[config.mk]
export PLATFORM = sky130hd
export DESIGN_NAME = clk_div_ctrl_flat
export DESIGN_NICKNAME = d
export VERILOG_FILES = /design/src/rtl/clk_div_ctrl_if.sv /design/src/rtl/clk_div_ctrl.sv /design/src/flat_wrapper.sv
export SDC_FILE = /design/constraint.sdc
export NUM_CORES = 1
export LEC_CHECK = 0
export BUFFER_PORTS_ARGS = -buffer_cell sky130_fd_sc_hd__buf_2
export CORE_MARGIN = 2
export CORE_UTILIZATION = 30
export CTS_BUF_LIST = sky130_fd_sc_hd__clkbuf_16
export CTS_CLUSTER_DIAMETER = 100
export DETAILED_ROUTE_END_ITERATION = 8
export GPL_ROUTABILITY_DRIVEN = 1
export PLACE_DENSITY = 0.48
export SLEW_MARGIN = 25
export SYNTH_ARGS = -nofsm -noshare
export SYNTH_HDL_FRONTEND = slang
export SYNTH_SLANG_ARGS = --single-unit
[constraint.sdc]
create_clock -name clk_12mhz -period 4.95 [get_ports clk_12mhz]
set_clock_uncertainty 0.1 [all_clocks]
set_input_delay 0.2475 -clock clk_12mhz [delete_from_list [all_inputs] [get_ports clk_12mhz]]
set_output_delay 0.2475 -clock clk_12mhz [all_outputs]
set_load 0.01 [all_outputs]
[src/rtl/clk_div_ctrl_if.sv]
// Handshake and status bundle for the programmable clock divider.
interface clk_div_ctrl_if;
  logic       en;
  logic       cfg_valid;
  logic [7:0] cfg_half;
  logic       cfg_ready;
  logic       clk_out;
  logic       tick;
  logic       running;
  logic [7:0] cur_half;

  modport master (
    output en, cfg_valid, cfg_half,
    input  cfg_ready, clk_out, tick, running, cur_half
  );

  modport slave (
    input  en, cfg_valid, cfg_half,
    output cfg_ready, clk_out, tick, running, cur_half
  );
endinterface

[src/rtl/clk_div_ctrl.sv]
// Programmable 50%-duty clock divider with glitch-free code change and
// stop-at-period-boundary behaviour.
//
//   state | meaning
//   ------+-----------------------------------------------------------
//   IDLE  | stopped, clk_out held low, codes load cur_half directly
//   RUN   | dividing with cur_half, a new code may be accepted
//   PEND  | dividing, new code parked in pend_half until next 0->1 edge
module clk_div_ctrl #(
  parameter logic [7:0] DEFAULT_HALF = 8'd5
) (
  input logic          clk_12mhz,
  input logic          rst,
  clk_div_ctrl_if.slave bus
);

  typedef enum logic [1:0] {
    IDLE = 2'd0,
    RUN  = 2'd1,
    PEND = 2'd2
  } state_t;

  state_t     state_q, state_d;
  logic [7:0] cnt_q, cnt_d;
  logic       clk_q, clk_d;
  logic       tick_q, tick_d;
  logic [7:0] cur_q, cur_d;
  logic [7:0] pend_q, pend_d;

  logic cfg_ready;
  logic xfer;
  logic wrap;

  assign cfg_ready     = (state_q != PEND);
  assign xfer          = bus.cfg_valid && cfg_ready;
  assign wrap          = (cnt_q == cur_q);

  assign bus.cfg_ready = cfg_ready;
  assign bus.clk_out   = clk_q;
  assign bus.tick      = tick_q;
  assign bus.running   = (state_q != IDLE);
  assign bus.cur_half  = cur_q;

  // State and datapath registers; reset wins over every other input.
  always_ff @(posedge clk_12mhz) begin
    if (rst) begin
      state_q <= IDLE;
      cnt_q   <= 8'd0;
      clk_q   <= 1'b0;
      tick_q  <= 1'b0;
      cur_q   <= DEFAULT_HALF;
      pend_q  <= DEFAULT_HALF;
    end else begin
      state_q <= state_d;
      cnt_q   <= cnt_d;
      clk_q   <= clk_d;
      tick_q  <= tick_d;
      cur_q   <= cur_d;
      pend_q  <= pend_d;
    end
  end

  // Next-state, counter, divided-clock and code-update decisions.
  always_comb begin
    state_d = state_q;
    cnt_d   = cnt_q;
    clk_d   = clk_q;
    tick_d  = 1'b0;
    cur_d   = cur_q;
    pend_d  = pend_q;

    case (state_q)
      IDLE: begin
        cnt_d = 8'd0;
        clk_d = 1'b0;
        if (xfer) cur_d = bus.cfg_half;
        if (bus.en) begin
          state_d = RUN;
          clk_d   = 1'b1;
          tick_d  = 1'b1;
        end
      end

      RUN, PEND: begin
        // Only RUN can see a transfer; the code waits for the next period.
        if (xfer) begin
          pend_d  = bus.cfg_half;
          state_d = PEND;
        end
        if (!wrap) begin
          cnt_d = cnt_q + 8'd1;
        end else begin
          cnt_d = 8'd0;
          if (clk_q) begin
            clk_d = 1'b0;
          end else if (!bus.en) begin
            // End of a low phase with no run request: park instead of toggling.
            state_d = IDLE;
            clk_d   = 1'b0;
            if (state_q == PEND) cur_d = pend_q;
            else if (xfer)       cur_d = bus.cfg_half;
          end else begin
            clk_d  = 1'b1;
            tick_d = 1'b1;
            if (state_q == PEND) begin
              cur_d   = pend_q;
              state_d = RUN;
            end
          end
        end
      end

      default: begin
        state_d = IDLE;
        cnt_d   = 8'd0;
        clk_d   = 1'b0;
      end
    endcase
  end

endmodule

[src/flat_wrapper.sv]
// flat-port wrapper written by rule: the top's interface ports become plain ports
module clk_div_ctrl_flat 
#(
  parameter logic [7:0] DEFAULT_HALF = 8'd5
)
  (clk_12mhz, rst, bus_en, bus_cfg_valid, bus_cfg_half, bus_cfg_ready, bus_clk_out, bus_tick, bus_running, bus_cur_half);
  clk_div_ctrl_if bus_i ();
  input logic clk_12mhz;
  input logic rst;
  input wire logic [$bits(bus_i.en)-1:0] bus_en;
  input wire logic [$bits(bus_i.cfg_valid)-1:0] bus_cfg_valid;
  input wire logic [$bits(bus_i.cfg_half)-1:0] bus_cfg_half;
  output wire logic [$bits(bus_i.cfg_ready)-1:0] bus_cfg_ready;
  output wire logic [$bits(bus_i.clk_out)-1:0] bus_clk_out;
  output wire logic [$bits(bus_i.tick)-1:0] bus_tick;
  output wire logic [$bits(bus_i.running)-1:0] bus_running;
  output wire logic [$bits(bus_i.cur_half)-1:0] bus_cur_half;
  assign bus_i.en = bus_en;
  assign bus_i.cfg_valid = bus_cfg_valid;
  assign bus_i.cfg_half = bus_cfg_half;
  assign bus_cfg_ready = bus_i.cfg_ready;
  assign bus_clk_out = bus_i.clk_out;
  assign bus_tick = bus_i.tick;
  assign bus_running = bus_i.running;
  assign bus_cur_half = bus_i.cur_half;
  clk_div_ctrl #(.DEFAULT_HALF(DEFAULT_HALF)) u_core (.clk_12mhz(clk_12mhz), .rst(rst), .bus(bus_i));
endmodule
==> qor.yml, run 1 <==
timing:
  setup_viol: 0
  slew_headroom_pct: 59.3
  hold_violations: 0
  maxSlewViolCount: 0
  fin_crit_sh_pct: 46.7
  min_period_ps: 2310
  rsz0062_at_grt: "false"
  setup_tns_ps: 0
  timing.fmax_ghz: 0.433
  worst_pin_slew_ps: 611
  setup_ws_ps: 2640
logic_synthesis:
  ys_ff_latch: 28
  synth_cell_types: 36
  yosys-top-cells-area: "dfxtp_1, xor2_1, a21oi_1, mux2i_1, nand3_1"
  syn_nets: 190
  synth.top_cells.by_count: "dfxtp_1, nand2_1, nor2_1"
  yosysWarnings: 0
  synth_top_cell_by_area: "dfxtp_1"
  synth_edf_count: 0
  synth_top_area_share_pct: 38.0
  ys_dominant_reg_cell: "dfxtp_1"
  synth_area_um2: 1470
  synthArstFlopShare_pct: 0
  ys_seq_area_share_pct: 38.0
  synth.most_common_cell: "dfxtp_1"
  synthCells: 174
  syn_avg_cell_area_um2: 8.47
clock_network:
  hold_buffers: 0
  clockRootBuffer: "clkbuf_16"
  clkSinkCount: 28
  clk_latency_ps: 270
  clkTransAtPathRegs_ps: 70
  cts-htree-levels: 1
  cts_buffers: 3
  clk_path_buf_depth: 2
  cts_setup_buffers: 0
  ctsResizeCount: 0
  cts_tree: "built"
critical_path:
  cpMaxStageDelayCell: "ha_1"
  crit_type: "flip-flop to flip-flop"
  critPathMaxFanout: 16
  path_cells: "inv_1 > ha_1 > a21oi_1 > a31oi_1 > buf_4 > a211oi_1 > a211o_2"
  cp.required_ps: 5010
  critPathArrivalTime_ps: 2370
  cp-end-kind: "flip-flop"
  startpoint_type: "flip-flop"
  max_stage_delay_ps: 650
job:
  maxCapViolations: 0
finish:
  drive_above_1_share_pct: 20.4
  nets: 213
  syn2layout_area_growth_pct: 17.7
  antennaDiodeCount: 0
pwr:
  combPwrFrac_pct: 30.0
  power_frac_seq_pct: 42.3
  ir_drop_mv: 0.140
  p_switching_uw: 228
  p_clk_share_pct: 27.7
  power_density_nw_per_um2: 389
  p_int_uw: 448
  p_total_uw: 675
  leakagePower_nw: 0.744
  p_sw_share_pct: 33.7
route:
  drt_iter0_drc: 114
  wl_per_cell_um: 13.5
  routed_wl_um: 3550
  dr.pass1.iters: 5
  avgViaCountPerCell: 5.00
  detail-route-antenna-nets: 0
  drc: 0
  num_vias: 1315
global_routing:
  antenna_found_initial: 0
  grt_overflow: 0
  grt_use_total_pct: 14.0
  grt_pass1_wl_um: 6000
  grt_max_degree: 21
  grt_pass1_vias: 1285
place:
  dp_hpwl_um: 2650
  io_buffers: 23
  place_ws_ps: 2420
  place_congestion: 0.760
run_status:
  status: "completed"
min_path:
  hp-class: "primary input to flip-flop"
floorplanning:
  core_um2: 4720
  start_util_pct: 31.2
  dieArea_um2: 5490
  die_h_um: 74.1
  io_pins: 24
  die_w_um: 74.1
  rows: 25
sequential cells by signal, summed over array words and instances (netlist names):
signal	count
u_core.state_q	2
u_core.pend_q	8
u_core.cnt_q	8
u_core.bus.cur_half	8
u_core.bus.clk_out	1
u_core.bus.tick	1
power groups by stage:
stage / clock [mW] / sequential, mW / combinational (mW)
floorplan: 0 / 0.288 / 0.143
global placement: 0 / 0.290 / 0.200
detailed placement: 0 / 0.291 / 0.203
CTS: 0.192 / 0.286 / 0.204
global route: 0.198 / 0.290 / 0.230
finish: 0.187 / 0.286 / 0.203
worst paths after layout:
path / from / endpoint / slack, ps / depth (start not counted)
worst max-delay path: u_core.state_q[1]$_SDFFE_PP0P_ / u_core.bus.cur_half[2]$_SDFFE_PP1P_ / 2640 / 7
worst min register to register: u_core.pend_q[1]$_SDFFE_PP0P_ / u_core.pend_q[1]$_SDFFE_PP0P_ / 360 / 2
worst min-delay path: bus_cfg_half[3] / u_core.pend_q[3]$_SDFFE_PP0P_ / 140 / 3
worst max register to register: u_core.state_q[1]$_SDFFE_PP0P_ / u_core.bus.cur_half[2]$_SDFFE_PP1P_ / 2640 / 7
area by class of cell:
cell class,instances,area (um2)
fillers,495,2990
multi-input cells,131,852
inverters,8,30.0
repair buffers,25,130
flip-flops and latches,28,561
clock inverters,1,3.75
clock buffers,3,75.1
well taps,67,83.8
per-layer routing:
layer,wire [um],vias up,global-route usage [%]
li1,-,654,-
met1,1700,632,18.5
met2,1680,24,23.1
met3,114,5,2.30
met4,49,0,4.85
met5,0,-,0
cells by family after synthesis:
| logic type | synth area share, % |
|---|---|
| mux | 6.20 |
| compound gates | 19.0 |
| xor+xnor | 8.32 |
| flops | 38.0 |
| simple gates | 20.6 |
| fa+ha+maj | 3.40 |
| buf+inv | 4.41 |
critical path, delay by kind of cell (launching register included):
| kind | cells | cell delay (ps) |
|---|---|---|
| AOI/OAI and AO/OA | 4 | 660 |
| adders and majority gates | 1 | 650 |
| DFF | 1 | 450 |
| buffers and inverters | 2 | 340 |
metrics by stage:
stage	utilization [%]	hold slack, ps	area, um2	std cells
3_3_place_gp	35.0	350	1650	259
2_1_floorplan	-	295	1470	174
3_5_place_dp	35.0	349	1650	259
4_1_cts	36.7	138	1730	263
5_1_grt	36.7	140	1740	263
6_report	36.7	139	1740	263
layout by cell type (no fill, tap or decap), types with 2 or more instances in the layout:
cell type,Yosys,layout
buf_4,0,2
clkbuf_16,0,3
inv_1,8,8
ha_1,4,4
nand2b_1,4,4
and3_1,2,2
buf_2,1,23
xor2_1,13,13
a211o_1,2,2
nand3_1,16,16
o22ai_1,2,2
dfxtp_1,28,28
a21oi_1,17,17
a211oi_1,2,2
nor4_2,2,2
mux2i_1,8,8
nor2_1,18,18
a211o_2,6,6
o21ai_0,2,2
nand2_1,18,18
Note: power is estimated with default switching activity, not from simulation.
==> run 2, diff against run 1 <==
Settings changed: PLACE_DENSITY 0.48 to 0.49.
Clock period 4.95 ns to 2.1 ns, I/O delays scaled along.
==> run 2 against run 1 <==
  * Global-route usage down 0.20 points
  * Flip-flop and latch count unchanged
  * Register-to-register slack worse by 2500 ps
  * Count of clock-buffer cells in the layout unchanged
  * Core utilization up 1.9 points
  * Largest cell class unchanged
  * Design area up 5.1%
  * Setup slack worse by 2500 ps
  * Critical path depth down 2
  * Combinational power rose to 2.7 times the previous value
  * Non-clock buffer count up 10
==> qor.yml, run 2 (synthesis gave the netlist of run 1 again) <==
run_status:
  status: "completed"
place:
  dp_hpwl_um: 2650
  place_congestion: 0.765
  io_buffers: 23
  dp_cells: 267
route:
  dr.pass1.iters: 4
  drc: 0
  routed_wl_um: 3600
  detail-route-antenna-nets: 0
  num_vias: 1312
  wl_per_cell_um: 13.2
  drt_iter0_drc: 78
  avgViaCountPerCell: 4.81
global_routing:
  grt_overflow: 0
  grt_pass1_vias: 1153
  grt_pass1_wl_um: 5760
  grt_use_total_pct: 13.8
  antenna_found_initial: 0
  grt_max_degree: 21
finish:
  fillCellCount: 488
  instances_no_fill: 273
  nets: 223
  antennaDiodeCount: 0
  utilization_pct: 38.6
  final_common_cell: "dfxtp_1"
  most-common-layout-cells: "dfxtp_1, buf_2, nor2_1, nand2_1, a21oi_1"
  syn2layout_area_growth_pct: 23.8
  multi_input_area_um2: 848
  drive_above_1_share_pct: 22.8
  seqCellArea_um2: 561
clock_network:
  clk_latency_ps: 260
  clkSinkCount: 28
  clockRootBuffer: "clkbuf_16"
  cts_tree: "built"
  clk_path_buf_depth: 2
  clkTransAtPathRegs_ps: 70
  cts-htree-levels: 1
  cts_setup_buffers: 0
  cts_buffers: 3
timing:
  setup_tns_ps: 0
  slew_headroom_pct: 75.9
  fin_crit_sh_pct: 91.3
  min_period_ps: 1920
  timing.fmax_ghz: 0.522
  worst_pin_slew_ps: 359
  rsz0062_at_grt: "false"
  hold_violations: 0
  maxSlewViolCount: 0
  setup_viol: 0
floorplanning:
  start_util_pct: 31.2
  rows: 25
  die_w_um: 74.1
  io_pins: 24
  die_h_um: 74.1
  core_um2: 4720
  dieArea_um2: 5490
critical_path:
  cp-end-kind: "flip-flop"
  cp.required_ps: 2190
  critPathMaxFanout: 7
  startpoint_type: "flip-flop"
  crit_type: "flip-flop to flip-flop"
  critPathArrivalTime_ps: 2010
  r2r_cells: 5
pwr:
  leakagePower_nw: 0.797
  ir_drop_mv: 0.640
  power_density_nw_per_um2: 896
min_path:
  whs_path_depth: 3
  hp-class: "primary input to flip-flop"
job:
  maxCapViolations: 0
## run 2: cell types whose count changed in the layout (fill, tap and decap cells not counted)
cell           change
o21ai_2            -1
o21ai_1            +1
dlygate4sd3_1      +2
buf_4              +7
buf_12             +1
## run 2: power by group
| group | internal (mW) | leakage [nW] | switching (mW) |
|---|---|---|---|
| combinational | 0.247 | 0.530 | 0.298 |
| sequential | 0.595 | 0.229 | 0.0584 |
| clock | 0.255 | 0.0385 | 0.181 |
| total | 1.10 | 0.797 | 0.537 |
## run 2: routing by layer
layer | up-vias | track usage [%] | share of wire, %
met5 | - | 0 | 0
met4 | 0 | 3.03 | 0.70
met3 | 2 | 3.52 | 4.6
met2 | 22 | 20.9 | 44
met1 | 612 | 19.7 | 51
li1 | 676 | - | -
## run 2: area by class of cell
type                       instances  area share (%)
multi-input combinational        131            46.5
sequential                        28            30.7
timing repair buffer              35            12.2
tap                               67            4.60
clock buffer                       3            4.12
inverter                           8            1.65
clock inverter                     1           0.206
## run 2: path summary, 6_finish.rpt
check / startpoint / end / slack (ps)
setup / recovery: u_core.bus.cur_half[5]$_SDFFE_PP0P_ / u_core.state_q[1]$_SDFFE_PP0P_ / 180
hold / removal: bus_cfg_half[4] / u_core.pend_q[4]$_SDFFE_PP0P_ / 6
setup reg to reg: u_core.bus.cur_half[5]$_SDFFE_PP0P_ / u_core.state_q[1]$_SDFFE_PP0P_ / 180
hold reg to reg: u_core.pend_q[4]$_SDFFE_PP0P_ / u_core.pend_q[4]$_SDFFE_PP0P_ / 360
## run 2: worst max-delay path: stages (launching register included)
cell,delay [ps]
dfxtp_1,350
xor2_1,170
nor4_2,400
nand2_2,170
or4_1,540
a21oi_1,120
## run 2: per-stage QoR
| stage | cell area [um2] | power [mW] | worst slack, ps | hold slack [ps] |
|---|---|---|---|---|
| 3_5_place_dp | 1730 | 1.21 | 193 | 275 |
| 3_3_place_gp | 1730 | 1.22 | 205 | 267 |
| 6_report | 1820 | 1.63 | 183 | 5.89 |
| 4_1_cts | 1820 | 1.65 | 184 | 3.17 |
| 5_1_grt | 1820 | 1.73 | 77.3 | 11.4 |
| 2_1_floorplan | 1470 | 1.02 | 83.5 | 152 |
## run 2: repair_timing
item,4_1_cts,5_1_grt
hold endpoints to repair,2,0
setup endpoints to repair,0,0
hold buffers,2,0
gates resized for setup,0,0
